**src/rtl/mult_rs_sched_if.sv**
```systemverilog
// Dispatch, snoop-bus and result-bus signals of the multiply reservation station.
// The master side is the dispatch unit / bus fabric, the slave side is the station.
interface mult_rs_sched_if;
    logic        disp_valid;
    logic        disp_ready;
    logic [7:0]  disp_src1_tag;
    logic [7:0]  disp_src2_tag;
    logic [31:0] disp_src1_val;
    logic [31:0] disp_src2_val;
    logic [7:0]  disp_tag;
    logic [39:0] loadbus;
    logic [39:0] addbus;
    logic [39:0] multbus;
    logic        cdb_req;
    logic        cdb_gnt;

    modport master (
        output disp_valid, disp_src1_tag, disp_src2_tag,
        output disp_src1_val, disp_src2_val,
        output loadbus, addbus, cdb_gnt,
        input  disp_ready, disp_tag, multbus, cdb_req
    );

    modport slave (
        input  disp_valid, disp_src1_tag, disp_src2_tag,
        input  disp_src1_val, disp_src2_val,
        input  loadbus, addbus, cdb_gnt,
        output disp_ready, disp_tag, multbus, cdb_req
    );
endinterface

```
**src/rtl/mult_rs_sched.sv**
```systemverilog
// Two-entry multiply reservation station with oldest-ready issue and a fixed-latency multiplier.
// Optional MULT_RS_WAKEUP_FWD_EN: an operand arriving on a bus can wake and issue its entry in that cycle.
module mult_rs_sched #(
    parameter int         MUL_LAT = 3,
    parameter logic [7:0] TAG_M0  = 8'h30
) (
    input  logic             clk,
    input  logic             rst,
    mult_rs_sched_if.slave   bus
);

    localparam int CW = $clog2(MUL_LAT + 1);

    typedef enum logic [1:0] {S_IDLE, S_BUSY, S_DONE} state_t;

    // Entry storage: index [entry][source]
    logic [1:0]             valid_q;
    logic [1:0]             age_q;
    logic [1:0][1:0][7:0]   stag_q;
    logic [1:0][1:0][31:0]  sval_q;
    logic [1:0][1:0]        srdy_q;

    // Scheduler / multiplier state
    state_t                 state_q;
    logic [CW-1:0]          cnt_q;
    logic [31:0]            opa_q;
    logic [31:0]            opb_q;
    logic [7:0]             rtag_q;
    logic [39:0]            multbus_q;
    logic                   cdb_req_q;

    // Combinational helpers
    logic [1:0][1:0]        hit;
    logic [1:0][1:0][31:0]  hdat;
    logic [1:0][7:0]        dtag;
    logic [1:0][31:0]       dval;
    logic [1:0]             dhit;
    logic [1:0][31:0]       ddat;
    logic [1:0][1:0]        rdy_eff;
    logic [1:0][1:0][31:0]  opv;
    logic [1:0]             ent_rdy;
    logic                   issue;
    logic                   sel;
    logic                   free_idx;
    logic                   disp_fire;

    // Tag match against load, add and (granted) own result bus; tag 0 never matches
    function automatic logic [32:0] snoop(
        input logic [7:0]  tag,
        input logic [39:0] lb,
        input logic [39:0] ab,
        input logic [39:0] mb,
        input logic        gnt
    );
        logic [32:0] r;
        r = '0;
        if (tag != 8'h00) begin
            if (lb[39:32] == tag)
                r = {1'b1, lb[31:0]};
            else if (ab[39:32] == tag)
                r = {1'b1, ab[31:0]};
            else if (gnt && mb[39:32] == tag)
                r = {1'b1, mb[31:0]};
        end
        return r;
    endfunction

    // Snoop matches, effective readiness, issue selection and free-slot choice
    always_comb begin
        dtag = {bus.disp_src2_tag, bus.disp_src1_tag};
        dval = {bus.disp_src2_val, bus.disp_src1_val};
        hit     = '0;
        hdat    = '0;
        dhit    = '0;
        ddat    = '0;
        rdy_eff = '0;
        opv     = '0;
        for (int s = 0; s < 2; s++) begin
            {dhit[s], ddat[s]} = snoop(dtag[s], bus.loadbus,
                bus.addbus, multbus_q, bus.cdb_gnt);
        end
        for (int i = 0; i < 2; i++) begin
            for (int s = 0; s < 2; s++) begin
                {hit[i][s], hdat[i][s]} = snoop(stag_q[i][s],
                    bus.loadbus, bus.addbus, multbus_q, bus.cdb_gnt);
`ifdef MULT_RS_WAKEUP_FWD_EN
                rdy_eff[i][s] = srdy_q[i][s] | hit[i][s];
                opv[i][s] = srdy_q[i][s] ? sval_q[i][s] : hdat[i][s];
`else
                rdy_eff[i][s] = srdy_q[i][s];
                opv[i][s] = sval_q[i][s];
`endif
            end
        end
        ent_rdy   = valid_q & {&rdy_eff[1], &rdy_eff[0]};
        issue     = (state_q == S_IDLE) && (|ent_rdy);
        sel       = ent_rdy[1] && (!ent_rdy[0] || age_q[1]);
        free_idx  = valid_q[0];
        disp_fire = bus.disp_valid && !(&valid_q);
    end

    assign bus.disp_ready = ~(&valid_q);
    assign bus.disp_tag   = TAG_M0 + {7'd0, free_idx};
    assign bus.multbus    = multbus_q;
    assign bus.cdb_req    = cdb_req_q;

    // Entry allocation, operand wakeup, age tracking and release on issue
    always_ff @(posedge clk or posedge rst) begin
        if (rst) begin
            valid_q <= '0;
            age_q   <= '0;
            stag_q  <= '0;
            sval_q  <= '0;
            srdy_q  <= '0;
        end else begin
            for (int i = 0; i < 2; i++) begin
                for (int s = 0; s < 2; s++) begin
                    if (valid_q[i] && !srdy_q[i][s] && hit[i][s]) begin
                        srdy_q[i][s] <= 1'b1;
                        sval_q[i][s] <= hdat[i][s];
                    end
                end
                if (issue && sel == 1'(i))
                    valid_q[i] <= 1'b0;
                if (disp_fire) begin
                    if (free_idx == 1'(i)) begin
                        valid_q[i] <= 1'b1;
                        age_q[i]   <= 1'b0;
                        for (int s = 0; s < 2; s++) begin
                            stag_q[i][s] <= dtag[s];
                            srdy_q[i][s] <= (dtag[s] == 8'h00) || dhit[s];
                            sval_q[i][s] <= (dtag[s] == 8'h00) ?
                                            dval[s] : ddat[s];
                        end
                    end else begin
                        age_q[i] <= valid_q[i];
                    end
                end
            end
        end
    end

    // Issue / multiply / result-hold state machine with registered bus outputs
    always_ff @(posedge clk or posedge rst) begin
        if (rst) begin
            state_q   <= S_IDLE;
            cnt_q     <= '0;
            opa_q     <= '0;
            opb_q     <= '0;
            rtag_q    <= '0;
            multbus_q <= '0;
            cdb_req_q <= 1'b0;
        end else begin
            unique case (state_q)
                S_IDLE: begin
                    if (issue) begin
                        opa_q   <= opv[sel][0];
                        opb_q   <= opv[sel][1];
                        rtag_q  <= TAG_M0 + {7'd0, sel};
                        cnt_q   <= CW'(MUL_LAT);
                        state_q <= S_BUSY;
                    end
                end
                S_BUSY: begin
                    if (cnt_q == CW'(1)) begin
                        multbus_q <= {rtag_q, opa_q * opb_q};
                        cdb_req_q <= 1'b1;
                        state_q   <= S_DONE;
                    end else begin
                        cnt_q <= cnt_q - CW'(1);
                    end
                end
                S_DONE: begin
                    if (bus.cdb_gnt) begin
                        multbus_q <= '0;
                        cdb_req_q <= 1'b0;
                        state_q   <= S_IDLE;
                    end
                end
                default: state_q <= S_IDLE;
            endcase
        end
    end

endmodule

```
**src/flat_wrapper.sv**
```systemverilog
// flat-port wrapper written by rule: the top's interface ports become plain ports
module mult_rs_sched_flat 
#(
    parameter int         MUL_LAT = 3,
    parameter logic [7:0] TAG_M0  = 8'h30
)
  (clk, rst, bus_disp_valid, bus_disp_src1_tag, bus_disp_src2_tag, bus_disp_src1_val, bus_disp_src2_val, bus_loadbus, bus_addbus, bus_cdb_gnt, bus_disp_ready, bus_disp_tag, bus_multbus, bus_cdb_req);
  mult_rs_sched_if bus_i ();
  input  logic clk;
  input  logic rst;
  input wire logic [$bits(bus_i.disp_valid)-1:0] bus_disp_valid;
  input wire logic [$bits(bus_i.disp_src1_tag)-1:0] bus_disp_src1_tag;
  input wire logic [$bits(bus_i.disp_src2_tag)-1:0] bus_disp_src2_tag;
  input wire logic [$bits(bus_i.disp_src1_val)-1:0] bus_disp_src1_val;
  input wire logic [$bits(bus_i.disp_src2_val)-1:0] bus_disp_src2_val;
  input wire logic [$bits(bus_i.loadbus)-1:0] bus_loadbus;
  input wire logic [$bits(bus_i.addbus)-1:0] bus_addbus;
  input wire logic [$bits(bus_i.cdb_gnt)-1:0] bus_cdb_gnt;
  output wire logic [$bits(bus_i.disp_ready)-1:0] bus_disp_ready;
  output wire logic [$bits(bus_i.disp_tag)-1:0] bus_disp_tag;
  output wire logic [$bits(bus_i.multbus)-1:0] bus_multbus;
  output wire logic [$bits(bus_i.cdb_req)-1:0] bus_cdb_req;
  assign bus_i.disp_valid = bus_disp_valid;
  assign bus_i.disp_src1_tag = bus_disp_src1_tag;
  assign bus_i.disp_src2_tag = bus_disp_src2_tag;
  assign bus_i.disp_src1_val = bus_disp_src1_val;
  assign bus_i.disp_src2_val = bus_disp_src2_val;
  assign bus_i.loadbus = bus_loadbus;
  assign bus_i.addbus = bus_addbus;
  assign bus_i.cdb_gnt = bus_cdb_gnt;
  assign bus_disp_ready = bus_i.disp_ready;
  assign bus_disp_tag = bus_i.disp_tag;
  assign bus_multbus = bus_i.multbus;
  assign bus_cdb_req = bus_i.cdb_req;
  mult_rs_sched #(.MUL_LAT(MUL_LAT), .TAG_M0(TAG_M0)) u_core (.clk(clk), .rst(rst), .bus(bus_i));
endmodule
```
**config.mk**
```make
export PLATFORM = sky130hd
export DESIGN_NAME = mult_rs_sched_flat
export DESIGN_NICKNAME = d
export VERILOG_FILES = /design/src/rtl/mult_rs_sched_if.sv /design/src/rtl/mult_rs_sched.sv /design/src/flat_wrapper.sv
export SDC_FILE = /design/constraint.sdc
export NUM_CORES = 2
export LEC_CHECK = 0
export ABC_CLOCK_PERIOD_IN_PS = 9500
export CORE_ASPECT_RATIO = 0.7
export CORE_MARGIN = 1.5
export CORE_UTILIZATION = 45
export CTS_CLUSTER_DIAMETER = 80
export CTS_CLUSTER_SIZE = 24
export DETAILED_ROUTE_END_ITERATION = 16
export RECOVER_POWER = 25
export SLEW_MARGIN = 0
export SYNTH_ARGS = -nofsm -noshare
export SYNTH_HDL_FRONTEND = slang
export SYNTH_SLANG_ARGS = --single-unit
```
**constraint.sdc**
```tcl
create_clock -name clk -period 9.5 [get_ports clk]
set_input_delay 1.425 -clock clk [delete_from_list [all_inputs] [get_ports clk]]
set_output_delay 1.425 -clock clk [all_outputs]
set_load 0.01 [all_outputs]
```
# Yosys cells after proc, flatten, opt, wreduce, memory -nomap -nowiden
# Index checks and enable logic that the tools add are counted.
dict set report totals {
  reg_bits 285
  inputBits 164
  out_inout_bits 50
  wordCells 167
}
dict set report op_classes {
  addsub 3
  multipliers 1
  n_lt_le_gt_ge 1
  n_eq_ne 25
  muxes 65
  bitwise_logic 4
  reduce_logical 49
}
# cell count
set op_table {}
lappend op_table {{33-bit two-way mux} 24}
lappend op_table {{64-bit two-way mux} 6}
lappend op_table {{32-bit two-way mux} 6}
lappend op_table {{8-bit == test} 18}
lappend op_table {{40-bit two-way mux} 2}
lappend op_table {{40-bit one-hot mux with 2 select lines} 1}
lappend op_table {{8-bit nonzero test} 6}
lappend op_table {{32-bit by 32-bit multiplier with 32-bit output} 1}
lappend op_table {{1-bit logical AND} 19}
lappend op_table {{2-bit two-way mux} 9}
lappend op_table {{8-bit zero test} 2}
lappend op_table {{6-bit by 1-bit adder with 7-bit output (first input constant)} 2}
lappend op_table {{1-bit two-way mux} 14}
lappend op_table {{2-bit AND reduction} 6}
lappend op_table {{3-bit AND reduction} 3}
lappend op_table {{1-bit zero test} 6}
lappend op_table {{2-bit one-hot mux with 3 select lines} 1}
lappend op_table {{2-bit by 1-bit == test with 1-bit output (second input constant)} 2}
lappend op_table {{2-bit by 1-bit != test with 1-bit output (second input constant)} 2}
lappend op_table {{2-bit != test (second input constant)} 2}
lappend op_table {{2-bit one-hot mux with 2 select lines} 1}
lappend op_table {{2-bit nonzero test} 2}
lappend op_table {{1-bit logical OR} 3}
lappend op_table {{1-bit inverter} 3}
lappend op_table {{7 further kinds} 7}

# Logic depth before layout (Yosys ltp)
dict set report logic_depth {
  ltp_word 10
  mapped_depth 26
  mapped_depth_nobuf 24
}

# Worst setup path after synthesis
# OpenSTA, ideal clock, no wires.
dict set report synth_path {
  path_kind {reg-to-reg}
  from {register u_core.opb_q[5]}
  to {register u_core.multbus_q[29] (netlist: u_core.bus.multbus[29])}
  setup_ps 69
  arrival_time_ps 7049
  required_time_ps 9431
  path_slack_ps 2381
  stages_incl_launch_ff 25
  path_buffers 2
  period_less_slack_ps 7119
  cell_sequence {dfrtp_1 -> clkbuf_1 -> clkbuf_1 -> and2_1 -> fa_1 -> fa_1 -> fa_1 -> inv_1 -> fa_1 -> inv_1 -> fa_1 -> inv_1 -> fa_1 -> inv_1 -> fa_1 -> fa_1 -> ha_1 -> o211ai_1 -> o21ai_0 -> o21bai_1 -> a32o_1 -> o31ai_1 -> a311oi_1 -> or4b_2 -> nand3_1}
}
dict set report synth_between {
  elab_chain_cells 3
}
# element line
set synth_rtl {}
lappend synth_rtl {{from (decl)} mult_rs_sched.sv:27} ;# logic [31:0] opb_q;
lappend synth_rtl {{from (signal assigned)} mult_rs_sched.sv:158} ;# opb_q <= opv[sel][1];
lappend synth_rtl {{32-bit by 32-bit multiplier with 32-bit output} mult_rs_sched.sv:166} ;# multbus_q <= {rtag_q, opa_q * opb_q};
lappend synth_rtl {{40-bit two-way mux} mult_rs_sched.sv:165} ;# if (cnt_q == CW'(1)) begin
lappend synth_rtl {{40-bit one-hot mux with 2 select lines} mult_rs_sched.sv:154} ;# unique case (state_q)
lappend synth_rtl {{to (signal assigned)} mult_rs_sched.sv:166}
lappend synth_rtl {{to (decl)} mult_rs_sched.sv:29} ;# logic [39:0] multbus_q;
# No other way between the ends. The select of a mux whose other input is x is not followed.
# A chain may end at the register's enable or synchronous reset.

# Worst setup path after layout
dict set report layout_path {
  from {register u_core.opa_q[9]}
  to {register u_core.multbus_q[29] (netlist: u_core.bus.multbus[29])}
}
dict set report layout_between {
  elab_chain_cells 3
}
# element line
set layout_rtl {}
lappend layout_rtl {{from (decl)} mult_rs_sched.sv:26} ;# logic [31:0] opa_q;
lappend layout_rtl {{from (signal assigned)} mult_rs_sched.sv:157} ;# opa_q <= opv[sel][0];
lappend layout_rtl {{32-bit by 32-bit multiplier with 32-bit output} mult_rs_sched.sv:166}
lappend layout_rtl {{40-bit two-way mux} mult_rs_sched.sv:165}
lappend layout_rtl {{40-bit one-hot mux with 2 select lines} mult_rs_sched.sv:154}
# No other way between the ends. The select of a mux whose other input is x is not followed.

==> reports/summary.txt <==
DP Worst Slack: 1.506 ns
I/O Buffers: 201
Routed met3 length: 13520 um
Starting Density: 45.49%
Area leader, netlist: fa_1
Slowest cell on crit path: dfrtp_1
Cts bufs inserted: 18
PwrDens: 359.1 nW/um^2
Synth-to-Final Area Change: 9.666%
GRT Overall Usage: 32.71%
Post-DP HPWL: 85710 um
Reg-to-reg setup timing slack: 1.37 ns
Crit path from: u_core.opa_q[9]
Worst r2r dst: u_core.bus.multbus[29]
Largest net degree at the start of global routing: 132
Slew Viols, Final: 399
Count of different cell masters after synthesis: 64
R2R cell count: 23
Row cnt: 82
Synthesized flop and latch total: 272
Pwr Total: 0.01281 W
DR DRC count: 0
Routed WL: 120500 um
DR vias: 27991
Fin crit period: 8.126 ns
I/O pin total: 214
Asr flop ratio synth: 100.0%
Vias in the first global route: 27941
Violated checks: max-capacitance violations, max-slew violations
Clk_lat worst skew: 0.58 ns
WHS: 0.4860 ns
CP Class: reg2reg
CTS root buf: clkbuf_16
Layout Nets: 4377
Routed length on met2: 49920 um
P_leak: 16.00 nW
Required @ worst endpoint: 10.01 ns
Top sig layer: met4
Clock tree buffer depth: 3
Maximum capacitance violations: 6
Drt initial violations: 3696
Period utilisation layout: 85.53%
Worst Clk Skew: 0.04450 ns
First-pass GRT wire length: 184600 um
EDFF count, synth: 0
Seq/Total Area, Yosys: 20.92%
Worst ir drop on vdd: 0.4010 mV
Synth top cells by count: inv_1, fa_1, nand2_1
H-Tree Depth: 1
Grt ovf: 0
CTS Hold Bufs: 0
Die Ht: 228.0 um
Achievable clock frequency: 0.1231 GHz
Setup crit end kind: flip-flop
YS warnings: 0
TritonCTS clock tree: yes
CTS clk-pin slew, worst paths: 0.10 ns
Final hold vios: 0
Mean Syn Cell Area: 8.809 um^2
Critical path's largest stage delay: 1.07 ns
Vias per cell: 6.012
Setup crit end: u_core.bus.multbus[29]
Post-synth top area share: 25.11%
Slew HR: -163.3%
Met1 Wirelength: 53460 um
Fraction of layout cells with a size suffix above 1: 4.718%
Wire per inst: 25.87 um
Die area: 73940 um^2
Antenna Violating Nets Remaining: 0
Clock sink total: 272
Core ar.: 71510 um^2
Most common cell type on the critical path: fa_1
Outcome: finished, violations left
Mapped cell area: 32530 um^2
RSZ-0062 raised after global routing: no
Cell count after synthesis: 3693
Count leader, synth: inv_1
Synth area leaders: fa_1, dfrtp_1, and2_1
Die width: 324.4 um
Initial antenna violation count: 2
Post_cts resized: 0
Commonest register cell after synthesis: dfrtp_1
GPL Wtd Cong: 0.9442
Worst R2R Start: u_core.opa_q[9]
CP arrival: 8.63 ns
CP Cell Sequence: nand2_1 > fa_1 > inv_1 > fa_1 > fa_1 > inv_1 > fa_1 > inv_1 > fa_1 > inv_1 > fa_1 > inv_1 > fa_1 > fa_1 > ha_1 > o211ai_1 > o21ai_0 > o21bai_1 > a32o_1 > o31ai_1 > a311oi_1 > or4b_2 > nand3_1
DR pass1 iterations: 11
# fillers: 6767
Crit Path Max Fanout: 24
Setup Fix Bufs, Post-CTS: 0
CP startpoint kind: flip-flop
Hold Path Class: reg2reg
Final worst slack: 1.374 ns
Final setup violation count: 0
Worst-margin pin slew: 3.928 ns
TNS Setup: 0 ns
## cells in the final DEF (no fill, tap or decap), drive strengths merged, types with 9 or more instances in the layout
| cell | count |
|---|---|
| ha | 124 |
| nor2b | 9 |
| buf | 61 |
| a222oi | 77 |
| a221oi | 97 |
| a21oi | 228 |
| xor2 | 54 |
| o21ai | 72 |
| mux2i | 67 |
| nor3 | 119 |
| fa | 408 |
| a211oi | 72 |
| and2 | 289 |
| a31oi | 22 |
| inv | 468 |
| a22oi | 85 |
| nor4 | 17 |
| clkdlybuf4s50 | 198 |
| conb | 12 |
| xnor2 | 128 |
| nand4 | 18 |
| clkbuf | 23 |
| nand2 | 388 |
| mux2 | 16 |
| nor2 | 258 |
| and3 | 9 |
| dfrtp | 272 |
## layout make-up
| class | count | area [um^2] | area share, % |
|---|---|---|---|
| inverter | 467 | 1754 | 4.917 |
| clock inverter | 8 | 111.4 | 0.3121 |
| tap | 966 | 1209 | 3.388 |
| clock buffer | 19 | 475.5 | 1.333 |
| sequential | 272 | 6807 | 19.08 |
| timing repair buffer | 266 | 2499 | 7.004 |
| multi-input combinational | 2656 | 22810 | 63.95 |
| antenna | 2 | 5.005 | 0.01403 |
## report_power, final
part | internal (W) | leakage (nW) | switching (W)
combinational | 0.00375 | 12.2 | 0.00546
sequential | 0.00157 | 3.53 | 0.00114
clock | 0.000384 | 0.280 | 0.000506
## flip-flops by register name, summed over array words and instances, names as in the netlist
register,flops
u_core.age_q,1
u_core.bus.cdb_req,1
u_core.bus.multbus,34
u_core.cnt_q,2
u_core.opa_q,32
u_core.opb_q,32
u_core.opv,128
u_core.rdy_eff,4
u_core.rtag_q,2
u_core.stag_q,32
u_core.state_q,2
u_core.valid_q,2
## worst max-delay path, delay by kind of cell, from the launching register on
family / cells / cell delay (ns)
adders and majority gates: 9 / 4.17
and+or+nand+nor: 3 / 0.93
DFF: 1 / 1.07
buffers and inverters: 5 / 0.28
AOI/OAI and AO/OA: 6 / 1.59
## through the flow
stage | instances | utilization, % | cell area, um^2
finish | 4656 | 49.89 | 35670
global route | 4655 | 49.88 | 35670
CTS | 4654 | 49.95 | 35720
detailed placement | 4627 | 49.13 | 35130
global placement | 4627 | 49.13 | 35130
floorplan | 3703 | - | 32570
## logic make-up after synthesis
family                     synth area share [%]
AOI/OAI and AO/OA                         14.93
xor gates and xnor gates                  4.969
adders and majority gates                 29.88
buffers and inverters                     9.462
DFF                                       20.92
muxes                                     2.615
other                                   0.02309
and+or+nand+nor                           17.20
## how the worst min path moves through the flow
stage / depth (start not counted) / from / endpoint
2_1_floorplan: 1 / u_core.rtag_q[4] / u_core.rtag_q[4]
3_3_place_gp: 1 / u_core.rtag_q[4] / u_core.rtag_q[4]
3_5_place_dp: 1 / u_core.rtag_q[4] / u_core.rtag_q[4]
4_1_cts: 1 / u_core.rtag_q[4] / u_core.rtag_q[4]
5_1_grt: 1 / u_core.rtag_q[4] / u_core.rtag_q[4]
6_report: 1 / u_core.rtag_q[4] / u_core.rtag_q[4]
## layer usage
metal	vias to the layer above	global-route usage, %
li1	12161	-
met1	13920	49.39
met2	1712	47.30
met3	198	7.113
met4	0	8.011
met5	-	0
No activity file was read; power rests on OpenSTA's default activity.
